<file path="config.mk">
export PLATFORM = sky130hd
export DESIGN_NAME = bp_port_arbiter
export DESIGN_NICKNAME = d
export VERILOG_FILES = /design/src/rtl/bp_pkg.sv /design/src/rtl/bp_outcome_fifo.sv /design/src/rtl/bp_port_arbiter.sv
export SDC_FILE = /design/constraint.sdc
export NUM_CORES = 1
export LEC_CHECK = 0
export ABC_AREA = 1
export CAP_MARGIN = 20
export CORE_MARGIN = 2
export CORE_UTILIZATION = 48
export DETAILED_ROUTE_END_ITERATION = 16
export MAX_ROUTING_LAYER = met4
export PLACE_DENSITY = 0.74
export SLEW_MARGIN = 25
export SYNTH_ARGS = -nofsm -noshare
export SYNTH_HDL_FRONTEND = slang
export SYNTH_SLANG_ARGS = --single-unit
</file>
<file path="constraint.sdc">
create_clock -name clk -period 2.6 [get_ports clk]
set_clock_uncertainty 0.2 [all_clocks]
set_input_delay 0.26 -clock clk [delete_from_list [all_inputs] [get_ports clk]]
set_output_delay 0.26 -clock clk [all_outputs]
set_load 0.05 [all_outputs]
</file>
<file path="src/rtl/bp_pkg.sv">
// Shared types and constants for the gshare predictor port arbiter.
package bp_pkg;

  localparam logic [6:0] OP_BRANCH = 7'b1100011;
  localparam logic [6:0] OP_JALR   = 7'b1100111;
  localparam logic [6:0] OP_JAL    = 7'b1101111;

  // Widest branch address any arbiter instance may carry; narrower instances zero-extend.
  localparam int unsigned BP_ADDR_MAX_W = 32;

  typedef enum logic [0:0] {
    S_LOOK,
    S_DRAIN
  } arb_state_e;

  typedef struct packed {
    logic [BP_ADDR_MAX_W-1:0] addr;
    logic                     taken;
    logic [6:0]               opcode;
  } bp_outcome_t;

  function automatic logic is_bp_opcode(input logic [6:0] op);
    return (op == OP_BRANCH) || (op == OP_JALR) || (op == OP_JAL);
  endfunction

endpackage

</file>
<file path="src/rtl/bp_outcome_fifo.sv">
// Synchronous FIFO of resolved branch outcomes; count is pointer difference plus a full bit.
module bp_outcome_fifo
  import bp_pkg::*;
#(
  parameter int unsigned DEPTH = 4
) (
  input  logic                   clk,
  input  logic                   rst,
  input  logic                   push,
  input  bp_outcome_t            push_data,
  input  logic                   pop,
  output bp_outcome_t            head,
  output logic                   full,
  output logic                   empty,
  output logic [$clog2(DEPTH):0] count
);

  localparam int unsigned PW = $clog2(DEPTH);

  bp_outcome_t   mem [DEPTH];
  logic [PW-1:0] wr_ptr_q;
  logic [PW-1:0] rd_ptr_q;
  logic          full_q;
  logic          do_push;
  logic          do_pop;

  assign do_push = push && !full_q;
  assign do_pop  = pop && !empty;

  assign full  = full_q;
  assign empty = !full_q && (wr_ptr_q == rd_ptr_q);
  // A full FIFO has equal pointers, so the full bit alone supplies the MSB.
  assign count = {full_q, wr_ptr_q - rd_ptr_q};
  assign head  = mem[rd_ptr_q];

  always_ff @(posedge clk) begin
    if (rst) begin
      wr_ptr_q <= '0;
      rd_ptr_q <= '0;
      full_q   <= 1'b0;
    end else begin
      if (do_push) begin
        wr_ptr_q <= wr_ptr_q + 1'b1;
      end
      if (do_pop) begin
        rd_ptr_q <= rd_ptr_q + 1'b1;
      end
      if (do_push && !do_pop && ((wr_ptr_q + 1'b1) == rd_ptr_q)) begin
        full_q <= 1'b1;
      end else if (do_pop && !do_push) begin
        full_q <= 1'b0;
      end
    end
  end

  always_ff @(posedge clk) begin
    if (do_push) begin
      mem[wr_ptr_q] <= push_data;
    end
  end

endmodule

</file>
<file path="src/rtl/bp_port_arbiter.sv">
// Shares the predictor port between IF lookups and buffered EX updates, with a starvation guard.
// Optional BP_ARB_STATS_EN adds saturating drop_cnt / drain_cnt statistics outputs.
module bp_port_arbiter
  import bp_pkg::*;
#(
  parameter int unsigned DEPTH      = 4,
  parameter int unsigned ADDR_W     = 8,
  parameter int unsigned STARVE_MAX = 3
) (
  input  logic                   clk,
  input  logic                   rst,
  input  logic                   lk_req,
  input  logic [ADDR_W-1:0]      lk_addr,
  input  logic [6:0]             lk_opcode,
  output logic                   lk_grant,
  input  logic                   rs_valid,
  input  logic [ADDR_W-1:0]      rs_addr,
  input  logic                   rs_taken,
  input  logic [6:0]             rs_opcode,
  output logic                   rs_ready,
  output logic                   start,
  output logic                   update,
  output logic [ADDR_W-1:0]      branch_address,
  output logic [ADDR_W-1:0]      update_address,
  output logic                   branch_taken,
  output logic [6:0]             opcode,
  output logic [$clog2(DEPTH):0] q_count
`ifdef BP_ARB_STATS_EN
  ,
  output logic [15:0]            drop_cnt,
  output logic [15:0]            drain_cnt
`endif
);

  localparam int unsigned CW = $clog2(DEPTH) + 1;
  localparam int unsigned SW = (STARVE_MAX < 1) ? 1 : $clog2(STARVE_MAX + 1);

  arb_state_e    state_q;
  logic [SW-1:0] starve_q;
  logic [SW-1:0] starve_d;
  logic          fifo_full;
  logic          fifo_empty;
  logic          push;
  logic          pop;
  logic          lk_ok;
  logic          rs_ok;
  logic          lk_issue;
  logic          go_drain;
  logic [CW-1:0] count;
  logic [CW-1:0] count_next;
  bp_outcome_t   push_data;
  bp_outcome_t   head;

  assign lk_ok = is_bp_opcode(lk_opcode);
  assign rs_ok = is_bp_opcode(rs_opcode);

  assign lk_grant = !rst && (state_q == S_LOOK) && lk_req;
  // A granted lookup with a foreign opcode still owns the port but does not start the predictor.
  assign lk_issue = lk_grant && lk_ok;
  assign push     = !rst && rs_valid && !fifo_full && rs_ok;

  always_comb begin
    pop = 1'b0;
    if (!rst && !fifo_empty) begin
      pop = (state_q == S_DRAIN) || !lk_req;
    end
  end

  assign push_data.addr   = BP_ADDR_MAX_W'(rs_addr);
  assign push_data.taken  = rs_taken;
  assign push_data.opcode = rs_opcode;

  bp_outcome_fifo #(
    .DEPTH(DEPTH)
  ) u_fifo (
    .clk      (clk),
    .rst      (rst),
    .push     (push),
    .push_data(push_data),
    .pop      (pop),
    .head     (head),
    .full     (fifo_full),
    .empty    (fifo_empty),
    .count    (count)
  );

  assign q_count  = count;
  assign rs_ready = !fifo_full;

  always_comb begin
    starve_d = starve_q;
    if (pop) begin
      starve_d = '0;
    end else if (lk_grant && !fifo_empty && (starve_q != SW'(STARVE_MAX))) begin
      starve_d = starve_q + 1'b1;
    end
  end

  assign count_next = count + CW'(push) - CW'(pop);
  // Decided on post-edge values so the drain cycle follows the last tolerated lookup directly.
  assign go_drain   = (starve_d == SW'(STARVE_MAX)) || (count_next == CW'(DEPTH));

  always_ff @(posedge clk) begin
    if (rst) begin
      state_q        <= S_LOOK;
      starve_q       <= '0;
      start          <= 1'b0;
      update         <= 1'b0;
      branch_address <= '0;
      update_address <= '0;
      branch_taken   <= 1'b0;
      opcode         <= '0;
    end else begin
      start  <= lk_issue;
      update <= pop;
      if (lk_issue) begin
        branch_address <= lk_addr;
        opcode         <= lk_opcode;
      end else if (pop) begin
        update_address <= ADDR_W'(head.addr);
        branch_taken   <= head.taken;
        opcode         <= head.opcode;
      end
      unique case (state_q)
        S_LOOK: begin
          starve_q <= starve_d;
          if (go_drain) begin
            state_q <= S_DRAIN;
          end
        end
        S_DRAIN: begin
          starve_q <= '0;
          state_q  <= S_LOOK;
        end
      endcase
    end
  end

`ifdef BP_ARB_STATS_EN
  logic drop_ev;
  logic drain_ev;

  assign drop_ev  = !rst && rs_valid && rs_ok && fifo_full;
  assign drain_ev = !rst && (state_q == S_LOOK) && go_drain;

  always_ff @(posedge clk) begin
    if (rst) begin
      drop_cnt  <= '0;
      drain_cnt <= '0;
    end else begin
      if (drop_ev && (drop_cnt != 16'hffff)) begin
        drop_cnt <= drop_cnt + 16'd1;
      end
      if (drain_ev && (drain_cnt != 16'hffff)) begin
        drain_cnt <= drain_cnt + 16'd1;
      end
    end
  end
`endif

endmodule

</file>
## Word-level counts from Yosys, hierarchy flattened

Memories as Yosys holds them, arrays and structs flattened. A register that Yosys moved wholly into a read port is not among the register bits.
Cells that the tools add are included.
W data, S select, Z words.

- Multiplexer cells: 14
- Reduce and logical (&&, ||, !) cells: 30
- Bitwise logic cells: 2
- Equal/unequal tests: 11
- Add/sub/neg operators: 6

Operators with widths:

| kind | count |
|---|---|
| $eq A7 B7 Y1 const B | 6 |
| $logic_and A1 B1 Y1 | 15 |
| $mux W7 | 2 |
| $mux W2 | 4 |
| $add A2 B1 Y2 const B | 3 |
| $logic_not A1 Y1 | 6 |
| $logic_or A1 B1 Y1 | 6 |
| $mux W1 | 6 |
| $eq A2 B2 Y1 | 2 |
| $pmux W2 S2 | 1 |
| $reduce_bool A2 Y1 | 2 |
| $add A3 B1 Y3 | 1 |
| $eq A3 B3 Y1 const B | 1 |
| $sub A3 B1 Y3 | 1 |
| $eq A2 B2 Y1 const B | 1 |
| $ne A2 B2 Y1 const B | 1 |
| $not A1 Y1 | 2 |
| $pmux W1 S2 | 1 |
| $reduce_and A2 Y1 | 1 |
| $sub A2 B2 Y2 | 1 |

- Input bits: 35
- Logic and storage cells: 75
- Flip-flop bits (word level): 34
- Memory bits (writable): 64
- Memories: 1
- Output and inout port bits: 31

Memories:

| memory | depth | width | rd ports | clocked after memory_dff | write ports | RTL line | RTL |
|---|---|---|---|---|---|---|---|
| u_fifo.mem | 4 | 16 | 1 | 1 | 1 | bp_outcome_fifo.sv:20 | `bp_outcome_t mem [DEPTH];` |

## Depth between registers and ports, before layout

- Word-level depth: 11
- Mapped depth: 16
- Depth with buffers taken out: 15

## By module

A second synthesis with hierarchy kept.

- Cells, all modules: 612
- Area, all modules: 7642.3 µm²

By module, submodules not included:

| module | seq. area each (µm²) | cells an instance | area each (µm²) | times used |
|---|---|---|---|---|
| bp_outcome_fifo | 4944.7 | 444 | 6307.3 | 1 |
| bp_port_arbiter | 580.6 | 168 | 1335.0 | 1 |

## Worst setup path after synthesis

Ideal clock, no wire load.

- Kind: reg-to-reg
- From: register u_fifo.wr_ptr_q[0]
- To: register state_q
- Stages on the path, launching flop included: 17
- Required time: 2.283 ns
- Data arrival time: 2.687 ns
- Period minus slack after synthesis: 3.004 ns
- Slack: -0.404 ns
- Setup time: 0.117 ns
- Buffers on the path: 1
- Path through: dfxtp_1 -> inv_1 -> ha_1 -> inv_1 -> nor2_1 -> nand3_4 -> nand2_8 -> inv_8 -> buf_8 -> xor2_1 -> ha_1 -> inv_1 -> fa_1 -> xnor2_1 -> a21o_1 -> nand3_1 -> o21ai_1

- Elaborated cells between the ends (all ways): 17
- Classes of those cells: add/sub: 3; eq/ne: 3; mux: 5; reduce/logical: 6

RTL lines:

| element | RTL line | RTL |
|---|---|---|
| start, declared | bp_outcome_fifo.sv:21 | `logic [PW-1:0] wr_ptr_q;` |
| start signal, assigned | bp_outcome_fifo.sv:43 | `wr_ptr_q <= wr_ptr_q + 1'b1;` |
| $sub A2 B2 Y2 | bp_outcome_fifo.sv:33 | `assign count = {full_q, wr_ptr_q - rd_ptr_q};` |
| via q_count[0] | bp_port_arbiter.sv:27 | `output logic [$clog2(DEPTH):0] q_count` |
| $add A3 B1 Y3 | bp_port_arbiter.sv:99 | `assign count_next = count + CW'(push) - CW'(pop);` |
| $sub A3 B1 Y3 | bp_port_arbiter.sv:99 |  |
| $eq A3 B3 Y1 | bp_port_arbiter.sv:101 | `assign go_drain = (starve_d == SW'(STARVE_MAX)) \|\| (count_next == CW'(DEPTH));` |
| $logic_or A1 B1 Y1 | bp_port_arbiter.sv:101 |  |
| $mux W1 | bp_port_arbiter.sv:127 | `if (go_drain) begin` |
| $pmux W1 S2 | bp_port_arbiter.sv:124 | `unique case (state_q)` |
| end signal, assigned | bp_port_arbiter.sv:105 | `state_q <= S_LOOK;` |
| end signal, assigned | bp_port_arbiter.sv:128 | `state_q <= S_DRAIN;` |
| end signal, assigned | bp_port_arbiter.sv:133 | `state_q <= S_LOOK;` |
| end, declared | bp_port_arbiter.sv:38 | `arb_state_e state_q;` |

The timed path passes the listed nets, and every way through them passes these cells.
A chain may end at the register's enable or synchronous reset.

## Worst setup path in the final report

- From: register u_fifo.wr_ptr_q[0]
- To: register state_q

- Word-level cells in the longest chain between the ends: 11
- Elaborated cells between the ends (all ways): 17
- Classes of those cells: add/sub: 3; eq/ne: 3; mux: 5; reduce/logical: 6

RTL lines:

| element | RTL line |
|---|---|
| parallel branches: the longest is 8 deep, another holds $add A3 B1 Y3 | - |
| $logic_or A1 B1 Y1 * | bp_port_arbiter.sv:101 |
| $mux W1 * | bp_port_arbiter.sv:127 |
| $pmux W1 S2 * | bp_port_arbiter.sv:124 |

Every way passes the cells marked *.

==> impl_results.md <==
- Post-synthesis compound-gate area fraction: 0.100
- # setup viols final: 0
- Max cap viols: 0
- Met1 WL: 3490 um
- Pleak: 1.97 nW
- Crit. End Element: flip-flop
- Wire length of the first global-routing pass: 13200 um
- Dpl ws: -0.0523 ns
- Clock sinks: 100
- Via density: 5.15
- Critical Path, Cell by Cell: inv_2, ha_4, clkinvlp_4, nor2_4, nand3_4, nand2_8, inv_8, xor2_2, ha_2, inv_2, fa_2, xnor2_2, a21o_1, nand3_1, o21ai_1
- Startpoint Class: flip-flop
- H-Tree Level Count: 3
- Filler cell count: 658
- Slowest stage delay, CP: 0.34 ns
- Final WS setup: 0.0615 ns
- CP delay by family, top: adder cells
- PortBufs: 65
- Vias in the first global route: 2886
- DR vias: 2991
- Hold Buf Count CTS: 0
- RSZ-0062 raised after global routing: yes
- Mapped Area: 4070 sq um
- Fin nets: 514
- Setup Crit Path Kind: flip-flop to flip-flop
- Buffers & Inverters on Critical Path: 4
- Slew margin rel.: 0.652
- RD Place Congestion: 0.864
- Most frequent cells in the layout: nor2_1, edfxtp_1, clkdlybuf4s50_1
- Final period util: 0.976
- Uppermost layer routed: met4
- GRT overflow: 0
- Antenna violations before repair: 0
- Tmin final: 2.54 ns
- Synth Register Bits: 100
- Syn. warnings: 0
- Detail Placement HPWL: 5890 um
- Synth area leader: edfxtp_1
- Post-route DRC: 0
- Adder-cell area share of the yosys netlist: 0.0265
- Die height: 96.1 um
- Peak VDD IR: 0.331 mV
- Fin Setup TNS: 0 ns
- Status: finished clean
- Reg clk slew, reported paths: 0.10 ns
- Main combinational cell family by area after synthesis: simple AND/OR/NAND/NOR gates
- XOR/XNOR Fraction of Synth Area: 0.00431
- Routed Wire Length: 8440 um
- Sequential share of the synthesized area: 0.650
- Cells after Synth: 384
- Most common cell after layout, fill and taps aside: nor2_1
- Initial Util: 0.495
- Die Area: 9230 sq um
- Placement Cell Area: 4980 sq um
- Design Area, Final: 5190 sq um
- CTS tree: yes
- Min Hold Slack: 0.277 ns
- Total core area: 8220 sq um
- Clk_lat worst skew: 0.37 ns
- Final hold vios: 0
- Power Density: 535 nW/um^2
- DRT antenna net count: 0
- Num rows: 33
- Bufs on Longest Clock Path: 2
- # IOs: 66
- Worst Hold Class: flip-flop to flip-flop
- WP data required: 2.67 ns
- Synthesis-to-layout area growth: 27.7%
- F_max: 394 MHz
- DRT iter0 DRCs: 133
- Met3 WL: 615 um
- Worst Tran Pin Value: 0.520 ns
- Routed length per instance: 14.5 um
- Ant. Diodes: 0
- Pin count of the biggest net entering global routing: 31
- Crit path arrival time: 2.61 ns
- Die width: 96.1 um
- Mux share of post-synthesis cell area: 0
- Metal2 WL: 4190 um
- Share of the synthesized area in the top cell type: 0.472
- Global-route usage over all layers: 0.201
- First-pass DRT Iterations: 4
- Crit Path Max Fanout: 3
- Count of unique library cells instantiated by Yosys: 33
- Fin util: 0.632
- TritonCTS Buffers: 9
- Syn nets: 427
- Synth Area in Simple Gates: 0.159
- Top cells by area, synth: edfxtp_1, dfxtp_1, nor2_1
- Slowest cell on crit path: dfxtp_2
- Syn avg cell area: 10.6 sq um
- Root Buffer: clkbuf_8
- Crit path top cell by count: inv_2
- Share of layout cells above drive strength 1: 0.145
- Final Max Slew Viols: 0
==> cell families (layout without fill, tap and decap cells) <==
kind of cell | after synthesis | after routing
xor gates and xnor gates | 2 | 2
adders and majority gates | 8 | 8
DFF | 100 | 100
and+or+nand+nor | 148 | 148
AOI/OAI and AO/OA | 75 | 75
buffers and inverters | 51 | 143
==> metrics by stage <==
step	cells	power, mW
floorplan	384	1.78
global placement	564	1.87
detailed placement	564	1.87
CTS	581	2.80
global route	581	2.87
finish	581	2.78
==> cells in the mapped netlist (all sizes together) <==
library cell	n
a21o	1
a21oi	10
buf	11
clkbuf	4
dfxtp	36
edfxtp	64
fa	1
ha	7
inv	36
nand2	40
nand3	23
nand4	2
nor2	82
nor3b	1
o211a	2
o211ai	2
o21ai	49
o22ai	10
o31ai	1
xnor2	1
xor2	1
==> routing by layer <==
metal  track usage  vias up
met4        0.0893        0
met1         0.227     1409
met2         0.333       95
li1              -     1475
met3        0.0579       12
met5             -        -
==> what timing repair did <==
| action | in CTS | in global routing |
|---|---|---|
| gates resized for setup | 1 | 3 |
| endpoints found under the setup margin | 2 | 1 |
| setup buffers | 1 | 0 |
| pin swaps | 0 | 6 |
==> final timing paths <==
check	cells after the start	slack, ns	startpoint	to
worst max register to register	15	0.06	u_fifo.wr_ptr_q[0]$_SDFFE_PP0P_	state_q$_SDFF_PP0_
worst min-delay path	2	0.28	opcode[4]$_SDFFE_PP0P_	opcode[4]$_SDFFE_PP0P_
worst max-delay path	15	0.06	u_fifo.wr_ptr_q[0]$_SDFFE_PP0P_	state_q$_SDFF_PP0_
worst min register to register	2	0.28	opcode[4]$_SDFFE_PP0P_	opcode[4]$_SDFFE_PP0P_
==> tightest hold or removal path, cell delays in order, from the launching register on <==
cell,delay [ns]
dfxtp_1,0.32
nand2_1,0.07
a21oi_1,0.05
==> cell type report <==
cell class | instances | area, sq um | area share
Clock buffer | 10 | 138 | 0.0265
Inverter | 36 | 149 | 0.0287
Tap cell | 105 | 131 | 0.0253
Timing Repair Buffer | 91 | 855 | 0.165
Multi-Input combinational cell | 233 | 1220 | 0.236
Clock inverter | 6 | 52.6 | 0.0101
Sequential cell | 100 | 2640 | 0.509
==> power by group <==
group	leakage, nW	total [mW]	switching [mW]	internal (mW)
clock	0.0997	0.946	0.555	0.392
combinational	1.01	0.144	0.0694	0.0750
sequential	0.866	1.69	0.00195	1.69
total	1.97	2.78	0.626	2.15
==> state kept, by name (all words and copies together) (netlist names), named ones only <==
| name | count |
|---|---|
| branch_address | 8 |
| start | 1 |
| state_q | 1 |
| u_fifo.wr_ptr_q | 2 |
| u_fifo.mem | 64 |
| u_fifo.rd_ptr_q | 2 |
| branch_taken | 1 |
| u_fifo.full | 1 |
| update | 1 |
| starve_q | 2 |
| opcode | 7 |
| update_address | 8 |
Note: power is estimated with default switching activity, not from simulation.
